**config.mk**
```make
export PLATFORM = sky130hd
export DESIGN_NAME = mem_port_arbiter
export DESIGN_NICKNAME = d
export VERILOG_FILES = /design/src/rtl/mem_arb_pkg.sv /design/src/rtl/mem_lat_counter.sv /design/src/rtl/mem_port_arbiter.sv
export SDC_FILE = /design/constraint.sdc
export NUM_CORES = 1
export LEC_CHECK = 0
export ABC_AREA = 1
export CAP_MARGIN = 20
export CORE_MARGIN = 2
export CORE_UTILIZATION = 30
export DETAILED_ROUTE_END_ITERATION = 8
export PLACE_DENSITY = 0.87
export REMOVE_ABC_BUFFERS = 1
export SETUP_SLACK_MARGIN = 0.15
export SLEW_MARGIN = 20
export SYNTH_ARGS = -nofsm -noshare
export SYNTH_HDL_FRONTEND = slang
export SYNTH_SLANG_ARGS = --single-unit
```
**constraint.sdc**
```tcl
create_clock -name clk -period 3.9 [get_ports clk]
set_clock_uncertainty 0.1 [all_clocks]
set_input_delay 0.975 -clock clk [delete_from_list [all_inputs] [get_ports clk]]
set_output_delay 0.975 -clock clk [all_outputs]
set_load 0.05 [all_outputs]
```
**src/rtl/mem_arb_pkg.sv**
```systemverilog
// Shared types and parameter defaults for the IF/MEM memory port arbiter.
package mem_arb_pkg;
  typedef enum logic {ARB_IDLE, ARB_WAIT} arb_state_t;
  typedef enum logic {OWN_IF, OWN_MEM} owner_t;
  localparam int MEM_LAT_DEF    = 2;
  localparam int STARVE_MAX_DEF = 4;
endpackage

```
**src/rtl/mem_lat_counter.sv**
```systemverilog
// Down-counter tracking the fixed RAM latency of the access in flight.
module mem_lat_counter #(
  parameter int W = 3
) (
  input  logic         clk,
  input  logic         reset_n,
  input  logic         load,
  input  logic [W-1:0] value,
  output logic         last,
  output logic         active
);
  logic [W-1:0] cnt;

  always_ff @(posedge clk or negedge reset_n) begin
    if (!reset_n)         cnt <= '0;
    else if (load)        cnt <= value;
    else if (cnt != '0)   cnt <= cnt - 1'b1;
  end

  assign last   = (cnt == W'(1));
  assign active = (cnt != '0);
endmodule

```
**src/rtl/mem_port_arbiter.sv**
```systemverilog
// Shares one fixed-latency RAM port between instruction fetch and MEM stage;
// MEM has priority, IF is forced through after STARVE_MAX back-to-back MEM wins.
module mem_port_arbiter
  import mem_arb_pkg::*;
#(
  parameter int ADDR_W     = 16,
  parameter int DATA_W     = 16,
  parameter int MEM_LAT    = MEM_LAT_DEF,
  parameter int STARVE_MAX = STARVE_MAX_DEF
) (
  input  logic              clk,
  input  logic              reset_n,
  input  logic              if_req,
  input  logic [ADDR_W-1:0] if_addr,
  input  logic              if_flush,
  output logic              if_gnt,
  output logic              if_rvalid,
  output logic [DATA_W-1:0] if_rdata,
  input  logic              mem_req,
  input  logic              mem_we,
  input  logic [ADDR_W-1:0] mem_addr,
  input  logic [DATA_W-1:0] mem_wdata,
  output logic              mem_gnt,
  output logic              mem_rvalid,
  output logic [DATA_W-1:0] mem_rdata,
  output logic              ram_en,
  output logic              ram_we,
  output logic [ADDR_W-1:0] ram_addr,
  output logic [DATA_W-1:0] ram_wdata,
  input  logic [DATA_W-1:0] ram_rdata,
  output logic              busy
);
  localparam logic [2:0] LAT  = 3'(MEM_LAT);
  localparam logic [3:0] SMAX = 4'(STARVE_MAX);

  arb_state_t state;
  owner_t     owner;
  logic       own_we, flushed;
  logic [3:0] streak;
  logic       lat_last, lat_active;
  logic       free, if_ok, force_if, gnt, done;

  mem_lat_counter #(.W(3)) u_lat (
    .clk    (clk),
    .reset_n(reset_n),
    .load   (gnt),
    .value  (LAT),
    .last   (lat_last),
    .active (lat_active)
  );

  // The completion cycle frees the port so a new access can issue back-to-back.
  assign free     = !lat_active || lat_last;
  assign if_ok    = if_req && !if_flush;
  assign force_if = if_ok && (streak == SMAX);
  assign mem_gnt  = reset_n && free && mem_req && !force_if;
  assign if_gnt   = reset_n && free && if_ok && (force_if || !mem_req);
  assign gnt      = if_gnt || mem_gnt;
  assign done     = (state == ARB_WAIT) && lat_last;

  assign ram_en    = gnt;
  assign ram_we    = mem_gnt && mem_we;
  assign ram_addr  = mem_gnt ? mem_addr : (if_gnt ? if_addr : '0);
  assign ram_wdata = (mem_gnt && mem_we) ? mem_wdata : '0;

  // A flush landing in the completion cycle itself also suppresses the fetch.
  assign if_rvalid  = done && (owner == OWN_IF) && !flushed && !if_flush;
  assign mem_rvalid = done && (owner == OWN_MEM);
  assign if_rdata   = if_rvalid ? ram_rdata : '0;
  assign mem_rdata  = (mem_rvalid && !own_we) ? ram_rdata : '0;
  assign busy       = (state == ARB_WAIT);

  always_ff @(posedge clk or negedge reset_n) begin
    if (!reset_n) begin
      state   <= ARB_IDLE;
      owner   <= OWN_IF;
      own_we  <= 1'b0;
      flushed <= 1'b0;
      streak  <= '0;
    end else begin
      if (gnt) begin
        state   <= ARB_WAIT;
        owner   <= mem_gnt ? OWN_MEM : OWN_IF;
        own_we  <= mem_gnt && mem_we;
        flushed <= 1'b0;
      end else begin
        if (done) state <= ARB_IDLE;
        if (state == ARB_WAIT && owner == OWN_IF && if_flush) flushed <= 1'b1;
      end
      if (mem_gnt) begin
        if (!if_req)              streak <= '0;
        else if (streak != SMAX)  streak <= streak + 1'b1;
      end else if (if_gnt) begin
        streak <= '0;
      end
    end
  end
endmodule
```
# After elaboration in Yosys (flattened, before gate mapping)
# Cells that the tools add are included.
[totals]
latch_bits = 0
inputBits = 70
ram_bits = 0
ff_bits = 11
rom_bits = 0
memories = 0
output_inout_bits = 71
elab_cells = 60
[op_classes]
n_mul = 0
n_eq_ne = 4
n_lt_le_gt_ge = 0
n_shift = 0
div = 0
reduce_logical = 31
bitwise_logic = 1
muxes = 16
addsub = 2
[op_table]
columns = ["op", "count"]
rows = [
  ["16-bit two-way mux", 5],
  ["1-bit logical AND", 16],
  ["4-bit two-way mux", 4],
  ["2-bit nonzero test", 4],
  ["1-bit zero test", 6],
  ["3-bit two-way mux", 2],
  ["1-bit two-way mux", 5],
  ["4-bit by 1-bit adder with 4-bit output (second input constant)", 1],
  ["4-bit by 3-bit equality test with 1-bit output (second input constant)", 1],
  ["4-bit by 3-bit inequality test with 1-bit output (second input constant)", 1],
  ["3-bit by 1-bit equality test with 1-bit output (second input constant)", 1],
  ["1-bit logical OR", 3],
  ["3-bit by 2-bit inequality test with 1-bit output (second input constant)", 1],
  ["3-bit nonzero test", 1],
  ["3-bit by 1-bit subtractor with 3-bit output (second input constant)", 1],
  ["2-bit AND reduction", 1],
  ["1-bit inverter", 1],
]

# Depth between registers and ports, before layout
[logic_depth]
ltp_word = 8
mapped_depth = 11
depth_no_buf = 10

# Cells and area by module
# A second synthesis with hierarchy kept.
[unflattened]
cells_unflattened = 236
hier_area_um2 = 1273.7
[modules_own_cells]
columns = ["module", "area_each_um2", "seq_area_each_um2", "n_inst", "cells_per_inst"]
rows = [
  ["mem_port_arbiter", 1053.5, 200.2, 1, 204],
  ["mem_lat_counter", 220.2, 75.1, 1, 32],
]

# Worst setup path after synthesis
# OpenSTA, ideal clock, no wires.
[synth_path]
path_kind = "flip-flop to output port"
from = "reg state, in the netlist busy"
to = "out mem_rdata[10]"
path_buffers = 1
slack_ns = -0.364
required_time_ns = 2.825
path_stages_with_launch = 6
arrival_time_ns = 3.189
cell_sequence = "dfrtp_1 -> inv_1 -> nor3_1 -> nand2_1 -> buf_2 -> nor2_1"
[synth_via]
elab_chain_cells = 4
[synth_rtl]
columns = ["item", "line", "source"]
rows = [
  ["start: declaration", "mem_port_arbiter.sv:36", "arb_state_t state;"],
  ["start signal: assignment", "mem_port_arbiter.sv:75", "state <= ARB_IDLE;"],
  ["start signal: assignment", "mem_port_arbiter.sv:82", "state <= ARB_WAIT;"],
  ["start signal: assignment", "mem_port_arbiter.sv:87", "if (done) state <= ARB_IDLE;"],
  ["1-bit logical AND", "mem_port_arbiter.sv:59", "assign done = (state == ARB_WAIT) && lat_last;"],
  ["1-bit logical AND", "mem_port_arbiter.sv:68", "assign mem_rvalid = done && (owner == OWN_MEM);"],
  ["via mem_rvalid", "mem_port_arbiter.sv:24", "output logic mem_rvalid,"],
  ["1-bit logical AND", "mem_port_arbiter.sv:70", "assign mem_rdata = (mem_rvalid && !own_we) ? ram_rdata : '0;"],
  ["16-bit two-way mux", "mem_port_arbiter.sv:70", ""],
  ["end: declaration", "mem_port_arbiter.sv:25", "output logic [DATA_W-1:0] mem_rdata,"],
]
# The timed path passes the listed nets, and every way through them passes these cells.

# Worst setup path in the final report
[layout_path]
from = "in if_flush"
to = "out ram_addr[2]"
[layout_via]
elab_chain_cells = 7
[layout_rtl]
columns = ["item", "line", "source"]
rows = [
  ["start: declaration", "mem_port_arbiter.sv:15", "input logic if_flush,"],
  ["1-bit zero test *", "mem_port_arbiter.sv:54", "assign if_ok = if_req && !if_flush;"],
  ["1-bit logical AND *", "mem_port_arbiter.sv:54", ""],
  ["1-bit logical AND", "mem_port_arbiter.sv:55", "assign force_if = if_ok && (streak == SMAX);"],
  ["1-bit logical OR", "mem_port_arbiter.sv:57", "assign if_gnt = reset_n && free && if_ok && (force_if || !mem_req);"],
  ["1-bit logical AND", "mem_port_arbiter.sv:57", ""],
  ["16-bit two-way mux", "mem_port_arbiter.sv:63", "assign ram_addr = mem_gnt ? mem_addr : (if_gnt ? if_addr : '0);"],
  ["16-bit two-way mux *", "mem_port_arbiter.sv:63", ""],
  ["end: declaration", "mem_port_arbiter.sv:28", "output logic [ADDR_W-1:0] ram_addr,"],
]
# Every way passes the cells marked *; elsewhere a longest branch is shown, timed or not.

==> results.sh <==
export IMPL_port_buffers=140
export IMPL_root_buffer="clkbuf_8"
export IMPL_grt_pass1_vias=1829
export IMPL_wl_met1_um=1770
export IMPL_cts_max_path_buffers=2
export IMPL_final_nets=439
export IMPL_hold_viol=0
export IMPL_ys_seq_elements=11
export IMPL_rows=23
export IMPL_drc=0
export IMPL_post_route_util_pct=82.6
export IMPL_end_kind="output pin"
export IMPL_yosysTopAreaCell="dfrtp_1"
export IMPL_ys_types=27
export IMPL_max_slew_margin_pct=65.2
export IMPL_drive_gt1_share_pct=21.2
export IMPL_grt_pass1_wl_um=7940
export IMPL_startpoint="if_flush"
export IMPL_tritoncts="built"
export IMPL_critPathKind="input port to output pin"
export IMPL_critPathLaunchType="input port"
export IMPL_status="finished clean"
export IMPL_initial_core_util_pct=31.3
export IMPL_firstDrtPassIters=4
export IMPL_ir_drop_mv=0.204
export IMPL_power_per_cell_area_nw_per_um2=352
export IMPL_tightest_slew_ps=520
export IMPL_synth_most_common_cell="nand2_1"
export IMPL_reg2reg_from="streak[0]$_DFFE_PN0P_"
export IMPL_cts_sinks=11
export IMPL_slew_violations=0
export IMPL_setup_ws_ps=274
export IMPL_synthTopCellsByCount="nand2_1, nor2_1, inv_1"
export IMPL_num_io_pins=141
export IMPL_wl_met3_um=426
export IMPL_die_width_um=68.9
export IMPL_drt_initial_drc_count=63
export IMPL_top_layer_used="met4"
export IMPL_synth_edf_count=0
export IMPL_dpl_hpwl_um=4630
export IMPL_grt_setup_unrepaired="no"
export IMPL_synth_ff_type="dfrtp_1"
export IMPL_syn_inst=220
export IMPL_synthToLayoutAreaGrowth_pct=164
export IMPL_htreeDepth=1
export IMPL_fmax_ghz=0.276
export IMPL_synthTopCellsByArea="dfrtp_1, nand2_1, nor2_1, inv_1, ha_1"
export IMPL_core_area_um2=4030
export IMPL_gr_total_overflow=0
export IMPL_min_path_type="register to register"
export IMPL_tns_ps=0
export IMPL_cp_required_ps=2820
export IMPL_synth_cell_area_um2=1260
export IMPL_antenna_left=0
export IMPL_gp_congestion=0.836
export IMPL_cts_buffers=3
export IMPL_avgSynthCellArea_um2=5.74
export IMPL_clk_pin_slew_worst_paths_ps=50
export IMPL_synth_warnings=0
export IMPL_fin_crit_sh_pct=93.0
export IMPL_grt_max_degree=20
export IMPL_die_y_um=68.9
export IMPL_insertion_delay_ps=240
export IMPL_via_per_inst=4.54
export IMPL_antenna_found_initial=0
export IMPL_async_flop_share_pct=100
export IMPL_holdCritStartpoint="streak[0]$_DFFE_PN0P_"
export IMPL_static_leakage_power_nw=1.90
export IMPL_pre_cts_ws_ps=140
export IMPL_diodes=0
export IMPL_setup_viol=0
export IMPL_vias=1874
export IMPL_routedWlPerCell_um=13.1
export IMPL_fill_cells=245
export IMPL_die_area_um2=4740
export IMPL_maxCapViolCount=0
export IMPL_synth_top_area_share_pct=21.8
export IMPL_routed_wl_met2_um=3090
export IMPL_period_minus_slack_ps=3630
export IMPL_critPathMaxFanout=19
export IMPL_wl_um=5400
export IMPL_synth_seq_area_share_pct=21.8
export IMPL_grt_usage_pct=22.4
export IMPL_ctsHoldBuffers=0
export IMPL_cp_arrival_ps=2550
==> metrics by stage <==
| step | instance area [um^2] | cells | hold WS (ps) | power, mW |
|---|---|---|---|---|
| finish | 3330 | 413 | 449 | 1.17 |
| global route | 3330 | 413 | 476 | 1.24 |
| CTS | 3280 | 413 | 444 | 1.17 |
| detailed placement | 3220 | 408 | 431 | 1.05 |
| global placement | 3220 | 408 | 396 | 1.02 |
| floorplan | 1200 | 214 | 381 | 0.657 |
==> repair_timing <==
| item | CTS | global route |
|---|---|---|
| pin swaps | 1 | 0 |
| buffers inserted | 1 | 0 |
| resized for setup | 0 | 18 |
| setup endpoints to repair | 10 | 43 |
==> cell families after synthesis <==
logic type      synth area share, %
compound gates                 5.15
xor+xnor                      0.694
fa+ha+maj                      4.96
buf+inv                        20.3
flops                          21.8
simple gates                   47.1
==> final timing paths <==
check                                        end  slack, ps  depth (start not counted)
hold / removal             streak[0]$_DFFE_PN0P_        450                          2
min in group asynchronous  streak[1]$_DFFE_PN0P_        970                          2
setup / recovery                     ram_addr[2]        270                          9
max in group asynchronous    flushed$_DFFE_PN0P_       2590                          2
setup reg to reg           streak[1]$_DFFE_PN0P_       2040                         10
hold reg to reg            streak[0]$_DFFE_PN0P_        450                          2
==> critical path, cell delays in order <==
cell             delay (ps)
clkdlybuf4s50_1         570
nor2_4                   70
a21oi_4                 220
nand2_4                 120
inv_4                    90
buf_6                   180
nand2_1                  80
nand2_1                 110
buf_12                  140
==> layout make-up <==
type	count	area (um^2)	share of cell area [%]
timing repair buffer	145	2020	60.8
multi-input combinational	153	733	22.0
sequential	11	275	8.27
inverter	50	190	5.71
tap	50	62.6	1.88
clock buffer	4	45.0	1.35
==> routing by layer <==
layer	vias to the layer above	global-route usage, %
met3	8	4.06
met4	0	7.60
met1	845	23.0
met5	-	0
met2	97	44.7
li1	924	-
==> registers in the layout, indices dropped and copies added, names as in the netlist <==
register and flops:
u_lat.cnt 3, flushed 1, busy 1, streak 4
owner 1, own_we 1
==> where the power goes <==
group          switching (mW)  internal [mW]  leakage [nW]
Clock                  0.0443         0.0719        0.0228
Sequential             0.0311          0.160         0.137
Combinational           0.511          0.355          1.74
==> cells in the final DEF (no fill, tap or decap), types with 2 or more instances in the layout <==
master	Yosys	layout
a21oi_1	3	3
nand2_4	2	2
clkdlybuf4s50_1	0	70
nor3_1	2	2
ha_1	5	5
nor2_4	4	4
dfrtp_1	11	11
nand2_2	3	3
buf_4	0	4
nand3_1	5	5
dlymetal6s2s_1	0	16
inv_1	47	47
inv_2	2	2
clkbuf_8	0	3
nor2_1	51	50
buf_12	1	54
nand2_1	65	65
nand4_1	5	5
Power figures use the tool's default switching activity.
